**src/rtl/slv_pkg.sv**
```systemverilog
// Shared types for the write-slot monitor: the write FSM state encoding, the phase counter
// indices, and the per-state mask of counters under timeout check.
package slv_pkg;

   typedef enum logic [1:0] {
      IDLE           = 2'd0,
      WRITE_ADDRESS  = 2'd1,
      WRITE_DATA     = 2'd2,
      WRITE_RESPONSE = 2'd3
   } write_state_e;

   localparam int unsigned NumCnt = 6;

   localparam int unsigned IdxAwvalidAwready   = 0;
   localparam int unsigned IdxAwvalidWfirst    = 1;
   localparam int unsigned IdxWvalidWreadyFrst = 2;
   localparam int unsigned IdxWfirstWlast      = 3;
   localparam int unsigned IdxWlastBvalid      = 4;
   localparam int unsigned IdxBvalidBready     = 5;

   typedef logic [NumCnt-1:0] cnt_mask_t;

   // Only the counters of the phase currently in flight can expire.
   function automatic cnt_mask_t state_check_mask(input write_state_e st);
      cnt_mask_t m;
      m = '0;
      unique case (st)
         WRITE_ADDRESS: begin
            m[IdxAwvalidAwready] = 1'b1;
            m[IdxAwvalidWfirst]  = 1'b1;
         end
         WRITE_DATA: begin
            m[IdxWvalidWreadyFrst] = 1'b1;
            m[IdxWfirstWlast]      = 1'b1;
         end
         WRITE_RESPONSE: begin
            m[IdxWlastBvalid]  = 1'b1;
            m[IdxBvalidBready] = 1'b1;
         end
         default: m = '0;
      endcase
      return m;
   endfunction

endpackage

```
**src/rtl/wr_budget_cmp.sv**
```systemverilog
// Budget comparators: flags counters of the current phase that reached their non-zero budget.
// Latency: combinational, lowest expired index wins; backpressure: none.
module wr_budget_cmp
   import slv_pkg::*;
#(
   parameter int unsigned CntWidth = 8
) (
   input  write_state_e                     state_i,
   input  logic [NumCnt-1:0][CntWidth-1:0]  cnt_i,
   input  logic [NumCnt-1:0][CntWidth-1:0]  budget_i,
   output logic                             exp_vld_o,
   output logic [2:0]                       exp_idx_o
);

   cnt_mask_t mask;
   cnt_mask_t expired;

   always_comb begin
      mask    = state_check_mask(state_i);
      expired = '0;
      for (int k = 0; k < NumCnt; k++) begin
         expired[k] = mask[k] && (budget_i[k] != '0) && (cnt_i[k] >= budget_i[k]);
      end
   end

   // Scan downward so the lowest expired index is the last one written.
   always_comb begin
      exp_idx_o = '0;
      for (int k = NumCnt - 1; k >= 0; k--) begin
         if (expired[k]) begin
            exp_idx_o = 3'(k);
         end
      end
   end

   assign exp_vld_o = |expired;

endmodule

```
**src/rtl/wr_slot_tracker.sv**
```systemverilog
// Tracks one outstanding AXI write through AW/W/B phases and flags phase timeouts.
// Latency: state and status 1 cycle, cnt_clr_o same cycle; backpressure: none, observe only.
module wr_slot_tracker
   import slv_pkg::*;
#(
   parameter int unsigned CntWidth = 8,
   parameter int unsigned IdWidth  = 4
) (
   input  logic                             clk_i,
   input  logic                             rst_ni,
   input  logic                             alloc_i,
   input  logic [IdWidth-1:0]               aw_id_i,
   input  logic                             abort_i,
   input  logic                             w_sel_i,
   input  logic                             w_valid_i,
   input  logic                             w_ready_i,
   input  logic                             w_last_i,
   input  logic                             b_valid_i,
   input  logic                             b_ready_i,
   input  logic [IdWidth-1:0]               b_id_i,
   input  logic [NumCnt-1:0][CntWidth-1:0]  cnt_i,
   input  logic [NumCnt-1:0][CntWidth-1:0]  budget_i,
   output logic                             free_o,
   output write_state_e                     state_o,
   output logic [IdWidth-1:0]               id_o,
   output logic                             cnt_clr_o,
   output logic                             timeout_o,
   output logic [2:0]                       timeout_idx_o,
   output logic                             irq_o,
   output logic                             done_o,
   output logic                             alloc_err_o
);

   write_state_e state_q, state_d;
   logic [IdWidth-1:0] id_q;
   logic timeout_q, irq_q, done_q, alloc_err_q;
   logic [2:0] timeout_idx_q;

   logic w_beat, w_last_hs, b_hs_match;
   logic alloc_ok, b_done;
   logic exp_vld;
   logic [2:0] exp_idx;

   assign w_beat     = w_sel_i & w_valid_i;
   assign w_last_hs  = w_beat & w_ready_i & w_last_i;
   assign b_hs_match = b_valid_i & b_ready_i & (b_id_i == id_q);

   always_comb begin
      state_d  = state_q;
      alloc_ok = 1'b0;
      b_done   = 1'b0;
      unique case (state_q)
         IDLE: begin
            if (alloc_i) begin
               state_d  = WRITE_ADDRESS;
               alloc_ok = 1'b1;
            end
         end
         WRITE_ADDRESS: begin
            if (w_last_hs) begin
               state_d = WRITE_RESPONSE;
            end else if (w_beat) begin
               state_d = WRITE_DATA;
            end
         end
         WRITE_DATA: begin
            if (w_last_hs) begin
               state_d = WRITE_RESPONSE;
            end
         end
         WRITE_RESPONSE: begin
            if (b_hs_match) begin
               state_d = IDLE;
               b_done  = 1'b1;
            end
         end
         default: state_d = IDLE;
      endcase
      // Abort wins over every other event, including a coincident allocation.
      if (abort_i) begin
         state_d  = IDLE;
         alloc_ok = 1'b0;
         b_done   = 1'b0;
      end
   end

   wr_budget_cmp #(
      .CntWidth (CntWidth)
   ) u_budget_cmp (
      .state_i   (state_q),
      .cnt_i     (cnt_i),
      .budget_i  (budget_i),
      .exp_vld_o (exp_vld),
      .exp_idx_o (exp_idx)
   );

   always_ff @(posedge clk_i or negedge rst_ni) begin
      if (!rst_ni) begin
         state_q       <= IDLE;
         id_q          <= '0;
         timeout_q     <= 1'b0;
         timeout_idx_q <= '0;
         irq_q         <= 1'b0;
         done_q        <= 1'b0;
         alloc_err_q   <= 1'b0;
      end else begin
         state_q     <= state_d;
         done_q      <= b_done;
         alloc_err_q <= alloc_i & ~alloc_ok;
         irq_q       <= 1'b0;
         if (alloc_ok) begin
            id_q <= aw_id_i;
         end
         // A slot heading back to IDLE drops its timeout status and raises no interrupt.
         if (state_d == IDLE) begin
            timeout_q     <= 1'b0;
            timeout_idx_q <= '0;
         end else if (!timeout_q && exp_vld) begin
            timeout_q     <= 1'b1;
            timeout_idx_q <= exp_idx;
            irq_q         <= 1'b1;
         end
      end
   end

   assign free_o        = (state_q == IDLE);
   assign state_o       = state_q;
   assign id_o          = id_q;
   assign cnt_clr_o     = alloc_ok;
   assign timeout_o     = timeout_q;
   assign timeout_idx_o = timeout_idx_q;
   assign irq_o         = irq_q;
   assign done_o        = done_q;
   assign alloc_err_o   = alloc_err_q;

endmodule

```
**config.mk**
```make
export PLATFORM = sky130hd
export DESIGN_NAME = wr_slot_tracker
export DESIGN_NICKNAME = d
export VERILOG_FILES = /design/src/rtl/slv_pkg.sv /design/src/rtl/wr_budget_cmp.sv /design/src/rtl/wr_slot_tracker.sv
export SDC_FILE = /design/constraint.sdc
export NUM_CORES = 1
export LEC_CHECK = 0
export BUFFER_PORTS_ARGS = -buffer_cell sky130_fd_sc_hd__buf_2
export CAP_MARGIN = 20
export CORE_MARGIN = 4
export CORE_UTILIZATION = 39
export DETAILED_ROUTE_END_ITERATION = 10
export HOLD_SLACK_MARGIN = 0.06
export PLACE_DENSITY = 0.82
export SLEW_MARGIN = 5
export SYNTH_ARGS = -nofsm -noshare
export SYNTH_HDL_FRONTEND = slang
export SYNTH_HIERARCHICAL = 1
export SYNTH_SLANG_ARGS = --single-unit
```
**constraint.sdc**
```tcl
create_clock -name clk_i -period 1.9 [get_ports clk_i]
set_input_delay 0.095 -clock clk_i [delete_from_list [all_inputs] [get_ports clk_i]]
set_output_delay 0.095 -clock clk_i [all_outputs]
set_load 0.03 [all_outputs]
```
Word-level counts from Yosys, hierarchy flattened --
Cells that the tools add are included.
Storage, ports and cells: register bits after elaboration 13, latch bits 0, memory bits (writable) 0, memory bits (read-only) 0, bits of input ports 114, output and inout port bits 15, word-level logic and storage cells 76, memories 0
Cells by class: add/sub/neg operators 0, multipliers 0, div/mod/pow operators 0, magnitude comparators 6, equality and inequality tests 4, shift operators 0, multiplexer cells 28, bitwise gates (word level) 7, reductions and logical operators 24
Operators by type and width (count):
- 8-bit greater-or-equal comparator | 6
- 8-bit nonzero test | 6
- 3-bit two-way mux | 8
- 2-bit two-way mux | 9
- 1-bit logical AND | 13
- 1-bit two-way mux | 10
- 2-bit one-hot mux with 4 select lines | 1
- 1-bit AND | 6
- 6-bit OR reduction | 1
- 2-bit == test, second input constant | 2
- 4-bit == test | 1
- 2-bit logical NOT | 2
- 2-bit by 1-bit == test with 1-bit output, second input constant | 1
- 2-bit nonzero test | 1
- 1-bit logical NOT | 1
- 1-bit NOT | 1

Depth between registers and ports, before layout --
depth in word-level cells 12, gate-level depth with buffers 11, depth with buffers taken out 11

Modules after synthesis --
Netlist, hierarchy kept.
By module, submodules not included:
- wr_budget_cmp | times used 1, cells each 187, area each 1353.8 µm², seq. area each 0.0 µm²
- wr_slot_tracker | times used 1, cells each 51, area each 606.8 µm², seq. area each 325.3 µm²

Worst setup path after synthesis --
No wires, ideal clock.
path type input to register, start point in cnt_i[40] (netlist name), end point reg timeout_idx_q[0] (netlist: timeout_idx_o[0]), setup time 133 ps, arrival time 2121 ps, data required time 1767 ps, path slack -354 ps, stages on the path 11, buffers on the path 0, path through inv_1 ha_1 nand2b_1 a2111oi_0 nor4_1 o21ai_1 nand3_1 or4b_1 nand2b_1 mux2i_1 nor2_1
Between the ends: elaborated cells between the ends (all ways) 13, those cells by class order compare: 1; mux: 8; reduce/logical: 4
RTL lines:
- start: declaration | RTL line wr_slot_tracker.sv:21 | input logic [NumCnt-1:0][CntWidth-1:0] cnt_i,
- 8-bit greater-or-equal comparator | RTL line wr_budget_cmp.sv:22 | expired[k] = mask[k] && (budget_i[k] != '0) && (cnt_i[k] >= budget_i[k]);
- 1-bit logical AND | RTL line wr_budget_cmp.sv:22
- 6-bit OR reduction | RTL line wr_budget_cmp.sv:36 | assign exp_vld_o = |expired;
- net exp_vld | RTL line wr_slot_tracker.sv:41 | logic exp_vld;
- 1-bit logical AND | RTL line wr_slot_tracker.sv:118 | end else if (!timeout_q && exp_vld) begin
- 2-bit nonzero test (no source line)
- end signal: assignment | RTL line wr_slot_tracker.sv:120 | timeout_idx_q <= exp_idx;
- end: declaration | RTL line wr_slot_tracker.sv:37 | logic [2:0] timeout_idx_q;
The timed path passes the listed nets, and every way through them passes these cells. The select of a mux whose other input is x is not followed. A chain may end at the register's enable or synchronous reset.

Final worst setup path --
start point in budget_i[18] (netlist name), end point reg timeout_idx_q[2] (netlist: timeout_idx_o[2])
Between the ends: elaborated cells between the ends (all ways) 12, those cells by class order compare: 1; mux: 5; reduce/logical: 6
RTL lines:
- start: declaration | RTL line wr_slot_tracker.sv:22 | input logic [NumCnt-1:0][CntWidth-1:0] budget_i,
- parallel branches: the longest is 2 deep, another holds 8-bit greater-or-equal comparator
- 1-bit logical AND (*) | RTL line wr_budget_cmp.sv:22
- 6-bit OR reduction (*) | RTL line wr_budget_cmp.sv:36
- net exp_vld | RTL line wr_slot_tracker.sv:41
- 1-bit logical AND (*) | RTL line wr_slot_tracker.sv:118
- 2-bit nonzero test (no source line) (*)
Mark *: on every way through the listed nets, which the timed path passes. The select of a mux whose other input is x is not followed.

==> impl_metrics.tcl <==
set metrics [dict create \
    cts_root_buf "clkbuf_8" \
    hold_violations 0 \
    dieArea_um2 6226 \
    rsz0062_at_grt "yes" \
    p_leak_nw 1.841 \
    setup_tns_ns -0.4375 \
    grt_util_all_layers_pct 17.91 \
    p_sw_share_pct 36.47 \
    synth_area_per_cell_um2 8.238 \
    globalplace.congestion 0.7895 \
    grt_max_degree 14 \
    syn_area_um2 1961 \
    synth_ff_type "dfrtp_1" \
    min_path_type "in -> reg" \
    first_global_vias 2323 \
    place_hpwl_um 5089 \
    dpl_worst_slack_ns -0.5162 \
    postRouteAntennaNets 0 \
    drv_cap 0 \
    die_h_um 78.91 \
    seqPwrFrac_pct 25.5 \
    place_inst 456 \
    diodes 0 \
    cts.path.max_buffers 2 \
    antenna_found_initial 0 \
    synth_cells 238 \
    critPathKind "in -> reg" \
    finalSetupViolCount 5 \
    max_freq_mhz 488.8 \
    crit_fanout 4 \
    syn_nets 400 \
    finalCritPeriodShare_pct 107.7 \
    clk_latency_ns 0.23 \
    whs_ns 0.07800 \
    layout_common_cells "buf_2 (123), inv_1 (45), ha_1 (44)" \
    yosys_warnings 6 \
    failed_checks "setup timing" \
    stdcell_count 471 \
    h-tree-depth 1 \
    fin_skew_ns 0.0007472 \
    cts_buffers 3 \
    required_ns 2.00 \
    routed_wire_length_per_instance_um 12.28 \
    worstMarginPinSlew_ns 0.4710 \
    endpoint_kind "register" \
    outcome "complete, but fails checks" \
    p_sw_mw 0.4861 \
    layout_commonest_cell "buf_2" \
    totalWireLength_um 5786 \
    vdd_drop_max_v 0.0004790 \
    worst_slack_ns -0.1460 \
    grt_pass1_wl_um 9252 \
    grt.overflow.total 0 \
    nets 567 \
    first_iter_violations 36 \
    synthToLayoutAreaGrowth_pct 62.80 \
    num_vias 2295 \
    ios 129 \
    drt_pass1_iterations 4 \
    synth_seq_area_share_pct 16.59 \
    clk_pin_slew_ns 0.05 \
    drc 0 \
    ys_async_sr_fraction_pct 100.0 \
    cp-start-kind "input pin" \
    start_util_pct 40.97 \
    intPower_mw 0.8466 \
    drive_gt1_share_pct 50.25 \
    report.final.slew_viol_count 0 \
    comb_power_share_pct 56.8 \
    viasPerCell 4.873 \
    fin_util_pct 66.69 \
    slew_headroom_pct 68.41 \
    synth_edf_count 0 \
    p_clk_share_pct 17.7 \
    cts_tree "built" \
    ys_seq_elements 13 \
    period_minus_slack_ns 2.046 \
    port_buffers 128 \
    yosys.cell_types.count 40 \
    die_x_um 78.91 \
    crit_arrival_ns 2.14 \
    cts_sinks 13 \
    power_per_cell_area_nw_per_um2 417.5 \
    core_um2 4786 \
    fp-row-count 25 \
]
worst paths after layout:
path | cells past startpoint | endpoint | from | slack (ns)
max reg2reg | 9 | timeout_idx_o[2] | state_o[1] | -0.09
max | 12 | timeout_idx_o[2] | budget_i[18] | -0.15
min reg2reg | 2 | timeout_idx_o[0] | timeout_idx_o[0] | 0.53
min | 2 | state_o[1] | abort_i | 0.08
max in group asynchronous | 2 | state_o[0] | rst_ni | 1.35
min in group asynchronous | 2 | id_o[0] | rst_ni | 0.31
critical path, cell delays in order:
cell and delay (ns):
buf_6 0.10, inv_4 0.05, ha_4 0.19, a21o_1 0.21
a31oi_4 0.15, o21ai_2 0.08, a221oi_4 0.28, o21ai_2 0.10
or4b_4 0.51, nand2b_4 0.12, mux2i_1 0.19, nor2_1 0.07
registers in the layout (all words and copies together) (netlist names):
register / count
state_o: 2
alloc_err_o: 1
timeout_o: 1
irq_o: 1
timeout_idx_o: 3
done_o: 1
id_o: 4
power groups by stage:
| stage | logic, mW | registers (mW) | clock network, mW |
|---|---|---|---|
| after floorplan | 0.333 | 0.413 | 0 |
| after global placement | 0.671 | 0.342 | 0 |
| after detailed placement | 0.693 | 0.344 | 0 |
| after CTS | 0.730 | 0.340 | 0.242 |
| after global routing | 0.837 | 0.346 | 0.256 |
| final | 0.757 | 0.340 | 0.236 |
stage by stage:
step	power (mW)	area (um^2)
finish	1.333	3192
global route	1.439	3192
CTS	1.312	3084
detailed placement	1.037	2928
global placement	1.013	2928
floorplan	0.7457	2034
cells by family after synthesis:
logic type | count (synthesis) | synth area share [%]
muxes | 7 | 4.595
buffers and inverters | 50 | 9.955
xor gates and xnor gates | 4 | 1.787
DFF | 13 | 16.59
AOI/OAI and AO/OA | 51 | 18.12
adders and majority gates | 48 | 30.63
and+or+nand+nor | 65 | 18.32
cells in the mapped netlist, types with 2 or more instances:
cell / instances / area [um^2]
inv_1: 49 / 183.9
or4_4: 2 / 22.52
a211o_1: 2 / 17.52
nor2b_1: 2 / 12.51
a21oi_1: 13 / 65.06
o21ai_2: 2 / 17.52
a31oi_1: 4 / 25.02
or4_1: 3 / 22.52
o21a_1: 5 / 37.54
a2111oi_0: 2 / 17.52
ha_1: 48 / 600.6
dfrtp_1: 13 / 325.3
nand4_1: 4 / 25.02
mux2i_1: 3 / 30.03
mux2_4: 4 / 60.06
nor2_1: 14 / 52.55
o21ai_0: 4 / 20.02
nand2b_1: 5 / 31.28
nor3_1: 4 / 20.02
and3_1: 2 / 12.51
o21ai_1: 7 / 35.03
xnor2_1: 3 / 26.28
nor4_1: 11 / 68.82
a21o_1: 4 / 30.03
nand2_1: 9 / 33.78
nand3_1: 5 / 25.02
layout make-up:
| type | count | area [um^2] |
|---|---|---|
| multi-input combinational | 175 | 1599 |
| fill | 427 | 1594 |
| timing repair buffer | 163 | 944.7 |
| sequential | 13 | 327.8 |
| inverter | 49 | 191.4 |
| tap | 67 | 83.83 |
| clock buffer | 4 | 45.04 |
repair_timing:
action | in CTS | in global routing
hold endpoints to repair | 13 | 0
pin swaps | 12 | 8
buffers inserted | 6 | 4
hold buffers | 1 | 0
endpoints found under the setup margin | 4 | 5
resized for setup | 10 | 17
per-layer routing:
layer / vias up / routed length [um] / GRT usage (%)
met2: 79 / 3066 / 35.91
met1: 1021 / 2212 / 19.16
met3: 10 / 397 / 3.061
li1: 1185 / - / -
met4: 0 / 110 / 4.296
met5: - / 0 / 0
No activity file was read; power rests on OpenSTA's default activity.
